### config.mk
export PLATFORM = sky130hd
export DESIGN_NAME = i2s_apb_sequencer
export DESIGN_NICKNAME = d
export VERILOG_FILES = /design/src/rtl/i2s_apb_sequencer.sv
export SDC_FILE = /design/constraint.sdc
export NUM_CORES = 1
export LEC_CHECK = 0
export CAP_MARGIN = 25
export CORE_MARGIN = 2
export CORE_UTILIZATION = 40
export DETAILED_ROUTE_END_ITERATION = 8
export GPL_TIMING_DRIVEN = 0
export PLACE_DENSITY = 0.75
export SETUP_SLACK_MARGIN = 0.4
export SLEW_MARGIN = 20
export SYNTH_ARGS = -nofsm -noshare
export SYNTH_HDL_FRONTEND = slang
export SYNTH_SLANG_ARGS = --single-unit
### constraint.sdc
create_clock -name pclk -period 1.5 [get_ports pclk]
set_input_delay 0.3 -clock pclk [delete_from_list [all_inputs] [get_ports pclk]]
set_output_delay 0.3 -clock pclk [all_outputs]
set_load 0.1 [all_outputs]
### src/rtl/i2s_apb_sequencer.sv
// rtl/i2s_apb_sequencer.sv - APB master that feeds the I2S TxFIFO and drains the RxFIFO
module i2s_apb_sequencer #(
  parameter logic [31:0] ADR_OFFSET = 32'h0,
  parameter logic [31:0] TX_REG     = 32'h4,
  parameter logic [31:0] RX_REG     = 32'h8,
  parameter int          CNT_W      = 16
) (
  input  logic             pclk,
  input  logic             preset,
  input  logic             en,
  input  logic             tx_valid,
  input  logic [31:0]      tx_data,
  output logic             tx_ready,
  output logic             rx_valid,
  output logic [31:0]      rx_data,
  input  logic             rx_ready,
  input  logic             tx_full,
  input  logic             rx_empty,
  input  logic             rx_al_full,
  output logic [31:0]      paddr,
  output logic             pwrite,
  output logic             penable,
  output logic [31:0]      pwdata,
  input  logic [31:0]      prdata,
  output logic [CNT_W-1:0] tx_cnt,
  output logic [CNT_W-1:0] rx_cnt,
  output logic             busy
);

  typedef enum logic [2:0] {IDLE, SETUP, ACCESS, CAPTURE, GAP} state_t;

  localparam logic [CNT_W-1:0] CNT_ONE = {{(CNT_W-1){1'b0}}, 1'b1};

  state_t      state;
  state_t      state_nxt;
  logic        tx_hold_v;
  logic [31:0] tx_hold;
  logic        rx_out_v;
  logic        last_tx;
  logic        cur_tx;
  logic        tx_elig;
  logic        rx_elig;
  logic        grant_tx;
  logic        grant_rx;

  assign tx_ready = !tx_hold_v;
  assign rx_valid = rx_out_v;

  // RX wins a tie when the RxFIFO is nearly full, otherwise the side not served last.
  always_comb begin
    tx_elig  = en && tx_hold_v && !tx_full;
    rx_elig  = en && !rx_empty && !rx_out_v;
    grant_rx = rx_elig && (!tx_elig || rx_al_full || last_tx);
    grant_tx = tx_elig && !grant_rx;
  end

  always_ff @(posedge pclk or negedge preset) begin
    if (!preset) state <= IDLE;
    else         state <= state_nxt;
  end

  always_comb begin
    state_nxt = state;
    case (state)
      IDLE:    if (grant_tx || grant_rx) state_nxt = SETUP;
      SETUP:   state_nxt = ACCESS;
      ACCESS:  state_nxt = cur_tx ? GAP : CAPTURE;
      CAPTURE: state_nxt = GAP;
      GAP:     state_nxt = IDLE;
      default: state_nxt = IDLE;
    endcase
  end

  always_comb begin
    busy    = (state != IDLE);
    penable = (state == ACCESS);
    pwrite  = cur_tx && ((state == SETUP) || (state == ACCESS));
  end

  always_ff @(posedge pclk or negedge preset) begin
    if (!preset) begin
      tx_hold   <= '0;
      tx_hold_v <= 1'b0;
      rx_out_v  <= 1'b0;
      rx_data   <= '0;
      last_tx   <= 1'b0;
      cur_tx    <= 1'b0;
      paddr     <= '0;
      pwdata    <= '0;
      tx_cnt    <= '0;
      rx_cnt    <= '0;
    end else begin
      if (tx_valid && !tx_hold_v) begin
        tx_hold   <= tx_data;
        tx_hold_v <= 1'b1;
      end
      if (rx_out_v && rx_ready) rx_out_v <= 1'b0;
      case (state)
        IDLE: begin
          if (grant_tx || grant_rx) begin
            cur_tx  <= grant_tx;
            last_tx <= grant_tx;
            paddr   <= ADR_OFFSET + (grant_tx ? TX_REG : RX_REG);
            pwdata  <= grant_tx ? tx_hold : 32'h0;
          end
        end
        ACCESS: begin
          if (cur_tx) begin
            tx_hold_v <= 1'b0;
            tx_cnt    <= tx_cnt + CNT_ONE;
          end
        end
        CAPTURE: begin
          rx_data  <= prdata;
          rx_out_v <= 1'b1;
          rx_cnt   <= rx_cnt + CNT_ONE;
        end
        default: ;
      endcase
    end
  end

endmodule

==> results by group, run 1 <==
Outcome
  – Status: finished with violations
  – Failing checks: hold timing, setup timing

Worst setup path
  – Worst Path Arrival: 1.49 ns
  – Setup crit start: state[2]
  – Crit Path Max Fanout: 6
  – Beginning of the worst register-to-register path: state[2]
  – Worst setup path category: flop to primary output
  – CP startpoint kind: flop
  – Req. time, crit path: 1.20 ns
  – Reg2reg setup slack: -0.27 ns
  – R2R cell count: 6
  – Worst path max stage delay: 0.45 ns
  – Worst path cell trace: or3_4 -> buf_12
  – FF-to-FF End: pwdata[22]
  – CP max stage cell: dfrtp_2
  – CP endpoint kind: primary output
  – CP Capture Point: busy

Final layout
  – Filler instances: 759
  – Layout cells sized above 1: 55.67%
  – Area grow syn2layout: 86.88%
  – Number of diodes: 0
  – Layout Nets: 810
  – Post-route cell area: 0.01028 mm^2

Timing
  – Tcrit/Tclk final: 119.6%
  – Hold Violations, Final: 61
  – WHS: -0.1945 ns
  – Max frequency: 557.6 MHz
  – Worst setup margin: -0.2934 ns
  – Setup Viol. Count Final: 61
  – RSZ-0062 raised after global routing: yes
  – Final Max Tran Viols: 0
  – Clock Skews: 0.01028 ns
  – Clock period minus worst slack: 1.793 ns

Clock network
  – Clock Tree Root: clkbuf_16
  – Clk buf depth: 2
  – H-tree Lvls: 4
  – CTS sink count: 135
  – Clk Latency, worst-skew pair: 0.42 ns
  – CTS tree: done
  – TritonCTS buffer count: 17
  – Clock slew at reported path FFs: 0.06 ns

Global route
  – Vias in the first global route: 4,471
  – First-pass GRT wire length: 23,220 um
  – Initial antenna violation count: 0
  – Largest net degree at the start of global routing: 75
  – GRT Total Usage: 20.65%
  – Congestion Overflow GR: 0

Yosys
  – Post-Synth XOR/XNOR Area: 4.934%
  – Post-synthesis sequential area ratio: 61.39%
  – Mean Syn Cell Area: 11.83 um^2
  – Adder-Cell Fraction of Synth Area: 0.4548%
  – Largest family of logic cells by synthesized area: simple AND/OR/NAND/NOR gates
  – Post-synthesis simple-gate area fraction: 13.26%
  – Multiplexer share of the synthesized area: 6.935%
  – Compound-Gate Fraction of Synth Area: 5.798%
  – Cell variety after synth: 39
  – Syn. warnings: 0
  – Mapped Area: 0.005503 mm^2
  – Post-Syn Instances: 465
  – Number of synthesized register bits: 135

Floorplanning
  – Initial Utilization: 41.23%
  – Core area: 0.01335 mm^2
  – Die width: 121.3 um
  – Vert. Die Dim: 121.3 um
  – I/O pin count: 205
  – Die footprint: 0.01471 mm^2
  – Row Count: 42

Place
  – Dpl ws: -0.8388 ns
  – I/O Buffers: 174
  – Gpl congestion: 0.7615
  – DP Area: 0.008107 mm^2
  – Dpl hpwl: 9270 um

Route
  – Post-route DRC: 0
  – Vias: 4,397
  – Post-DR wirelength/cell: 17.53 um
  – Antenna viol nets, final: 0
  – Total Routed Length: 16,210 um
  – DR vias/cell: 4.754
  – Pre-antenna DRT Iters: 4
  – Iteration-0 DRC Markers: 182

Hold path
  – Worst min-delay path category: primary input to asynchronous set/reset pin

Job
  – Max-cap violations: 0
## layer usage
layer	vias to the layer above	wire length, um	global-route usage (%)
li1	2033	-	-
met1	2193	6217	23.78
met2	157	8560	34.55
met3	14	1278	8.882
met4	0	155	6.897
met5	-	0	0
## how the worst min path moves through the flow
stage / start / to / slack [ns]
finish: preset / tx_hold[22] / -0.19
global route: preset / tx_hold[22] / -0.16
CTS: preset / tx_hold[25] / -0.19
detailed placement: preset / tx_hold[25] / 0.27
global placement: tx_cnt[15] / tx_cnt[15] / 0.45
floorplan: preset / paddr[2] / 0.004
## final cells by class
cell class	count	area (um^2)	area share, %
sequential	135	3555	34.57
timing repair buffer	222	3203	31.15
multi-input combinational	298	2176	21.16
buffer	53	504.2	4.903
clock buffer	18	439.2	4.271
tap	176	220.2	2.141
clock inverter	14	147.6	1.436
inverter	9	38.79	0.3772
## synth_stat cells, drive strengths merged
library cell	count	area (um^2)
o31ai	1	7.510
nand3	9	45.04
a22o	32	280.3
nor4bb	1	10.01
nor3	4	30.03
o21ai	3	18.77
nand3b	1	11.26
a21oi	1	5.000
mux2	33	371.6
nand2b	2	12.51
xor2	9	78.83
mux2i	1	10.01
dfrtp	135	3378
nor4	1	21.27
xnor2	22	192.7
conb	1	3.750
nor3b	1	7.510
nand2	111	416.7
clkinv	1	3.750
nand4	5	31.28
and3	4	25.02
or4	1	11.26
or3	2	17.52
ha	2	25.02
nor2b	1	6.260
nor2	17	66.32
and4	2	17.52
a21o	1	7.510
inv	8	30.03
buf	46	334.1
clkbuf	7	26.28
## logic make-up after synthesis
family / count (synthesis)
AND/OR/NAND/NOR: 162
adder cells (fa/ha/maj): 2
flip-flops: 135
XOR/XNOR: 31
multiplexers: 34
AO/OA/AOI/OAI: 38
other: 1
buffers and inverters: 62
## placed cells by master (no fill, tap or decap), types with 5 or more instances in the layout
| master | count |
|---|---|
| nand2_1 | 106 |
| buf_12 | 98 |
| dfrtp_2 | 81 |
| buf_4 | 71 |
| clkdlybuf4s50_1 | 70 |
| dfrtp_1 | 34 |
| a22o_1 | 32 |
| mux2_4 | 32 |
| conb_1 | 30 |
| clkbuf_16 | 23 |
| xnor2_1 | 20 |
| dfrtp_4 | 20 |
| buf_6 | 17 |
| xor2_1 | 9 |
| nor2_1 | 7 |
| buf_8 | 7 |
| nor2_4 | 6 |
| inv_1 | 6 |
| nand4_1 | 5 |
| nand3_2 | 5 |
| nand2_2 | 5 |
| clkinv_2 | 5 |
| clkbuf_4 | 5 |
## stage by stage
step	utilization (%)	setup TNS, ns	instances	hold slack (ns)
after floorplan	-	-10.11	494	0.004409
after global placement	60.49	-805.38	844	0.4456
after detailed placement	60.73	-58.09	845	0.2721
after CTS	73.22	-7.973	907	-0.1914
after global routing	77.04	-16.01	925	-0.1623
final	77.04	-11.81	925	-0.1945
## registers in the layout (all words and copies together) (netlist names)
signal and cells:
paddr 2, pwdata 32, rx_cnt 16, rx_data 32, rx_valid 1, state 3, tx_cnt 16, tx_hold 32
tx_hold_v 1
## worst max-delay path: cells and delay by family, from the launching register on
kind / cells / cell delay [ns]
and+or+nand+nor: 1 / 0.44
buffers and inverters: 1 / 0.18
DFF: 1 / 0.45
## timing repair
item | CTS | global route
resized for setup | 890 | 63
pin swaps | 22 | 3
setup buffers | 30 | 10
cloned | 0 | 8
endpoints found under the hold margin | 61 | 61
endpoints found under the setup margin | 236 | 236
Power of run 1 is not shown: default switching activity piles up to over one toggle a cycle in this logic, so the estimate is an artifact.
==> run 2: changes to the inputs <==
PLACE_DENSITY = 0.72   (was 0.75)
clock period = 1.8 ns   (was 1.5 ns; I/O delays follow)
==> results by group, run 2 (synthesized netlist as in run 1, its figures left out) <==
Hold path
  – Hold endpoint: rx_data[10]
  – Worst min-delay path category: primary input to flop
  – Hold Crit Start: prdata[10]
  – WHS Path Cells: 3

Worst setup path
  – Worst path max stage delay: 0.43 ns
  – Crit Path Max Fanout: 4
  – Worst path cell trace: buf_4 -> nand2b_1 -> nor2_2 -> buf_12
  – R2R cell count: 7
  – Beginning of the worst register-to-register path: state[1]
  – Worst setup path category: flop to primary output
  – Worst Path Arrival: 1.48 ns
  – Reg2reg setup slack: -0.04 ns
  – CP startpoint kind: flop
  – CP endpoint kind: primary output
  – FF-to-FF End: pwdata[19]
  – CP max stage cell: dfrtp_2
  – Req. time, crit path: 1.44 ns

Route
  – Antenna viol nets, final: 0
  – DR vias/cell: 4.697
  – Pre-antenna DRT Iters: 4
  – Post-route DRC: 0
  – Post-DR wirelength/cell: 16.29 um
  – Total Routed Length: 15,210 um
  – Iteration-0 DRC Markers: 186
  – Vias: 4,387

Job
  – Max-cap violations: 0

Final layout
  – Leading cell type in the layout, fill and taps excluded: nand2_1
  – Commonest cells after routing, fill and taps aside: nand2_1, dfrtp_1, buf_12
  – Area grow syn2layout: 80.83%
  – Layout cells sized above 1: 45.91%
  – Final Non-Filler Cells: 934
  – Top flop regs: pwdata (32), rx_data (32), tx_hold (32)
  – Post-route cell area: 0.009951 mm^2
  – Number of diodes: 0
  – Layout Nets: 819
  – Filler instances: 860

Timing
  – Final Max Tran Viols: 0
  – WHS: 0.4782 ns
  – Clock period minus worst slack: 1.842 ns
  – Rel. slew slack: 64.62%
  – Tcrit/Tclk final: 102.4%
  – Clock Skews: 0.006151 ns
  – Setup Viol. Count Final: 31
  – Max frequency: 542.8 MHz
  – RSZ-0062 raised after global routing: yes
  – Worst setup margin: -0.04242 ns
  – Worst slew pin tran: 0.5307 ns
  – Hold Violations, Final: 0

Floorplanning
  – Row Count: 42
  – Vert. Die Dim: 121.3 um
  – I/O pin count: 205
  – Core area: 0.01335 mm^2
  – Die footprint: 0.01471 mm^2
  – Initial Utilization: 41.23%
  – Die width: 121.3 um

Outcome
  – Failing checks: setup timing
  – Status: finished with violations

Clock network
  – Clock Tree Root: clkbuf_16
  – TritonCTS buffer count: 17
  – Clk buf depth: 2
  – CTS tree: done
  – Clk Latency, worst-skew pair: 0.41 ns
  – H-tree Lvls: 4
  – CTS sink count: 135
  – Clock slew at reported path FFs: 0.05 ns

Global route
  – Initial antenna violation count: 0
  – GRT Total Usage: 20.53%
  – First-pass GRT wire length: 23,320 um
  – Congestion Overflow GR: 0
  – Vias in the first global route: 4,602
  – Largest net degree at the start of global routing: 71

Place
  – Dpl cells: 845
  – Gpl congestion: 0.7474
  – Dpl hpwl: 9411 um
  – I/O Buffers: 174
  – DP Area: 0.007873 mm^2
[run 2: cell count changes in the layout (fill, tap and decap cells not counted), sizes merged]
cell,change
dlygate4sd3,+1
clkbuf,+8
buf,+12
bufinv,-2
inv,-3
clkinv,-6
clkinvlp,-1
[run 2: what timing repair did]
| action | 4_1_cts | 5_1_grt |
|---|---|---|
| gates cloned | 4 | 3 |
| gates resized for setup | 855 | 102 |
| setup buffers | 37 | 12 |
| hold endpoints to repair | 69 | 0 |
| hold buffers | 1 | 0 |
| pin swaps | 21 | 23 |
| endpoints found under the setup margin | 224 | 208 |
[run 2: worst max-delay path by stage]
| stage | to | start |
|---|---|---|
| finish | penable | state[1] |
| detailed placement | pwrite | state[1] |
| global route | penable | state[1] |
| global placement | tx_cnt[0] | preset |
| CTS | busy | state[0] |
| floorplan | pwrite | state[1] |
[run 2: metrics by stage]
stage / TNS [ns] / util, % / setup WS (ns)
floorplan: -0.03007 / - / -0.03007
global placement: -704.00 / 58.74 / -5.846
detailed placement: -19.06 / 58.98 / -0.5681
CTS: -1.182 / 70.30 / -0.05970
global route: -2.973 / 74.55 / -0.1119
finish: -0.6835 / 74.55 / -0.04242
[run 2: layout make-up]
class	count	area, um^2	area share (%)
timing repair buffer	231	3138	31.54
tap	176	220.2	2.213
inverter	9	40.04	0.4024
buffer	53	486.7	4.891
multi-input combinational	298	2069	20.80
sequential	135	3470	34.87
clock buffer	30	514.2	5.168
clock inverter	2	12.51	0.1257
[run 2: per-layer routing]
| metal | track usage (%) | vias to the layer above | routed length (um) | share of wire [%] |
|---|---|---|---|---|
| met5 | 0 | - | 0 | 0 |
| met4 | 7.687 | 0 | 272 | 1.8 |
| met3 | 8.976 | 23 | 1436 | 9.4 |
| met2 | 33.39 | 168 | 7436 | 49 |
| met1 | 24.07 | 2148 | 6068 | 40 |
| li1 | - | 2048 | - | - |
[run 2: worst max-delay path: cells and delay by family, from the launching register on]
family,cells,cell delay (ns)
simple gates,2,0.30
buf+inv,2,0.33
flops,1,0.43
Power of run 2 is left out for the same reason.
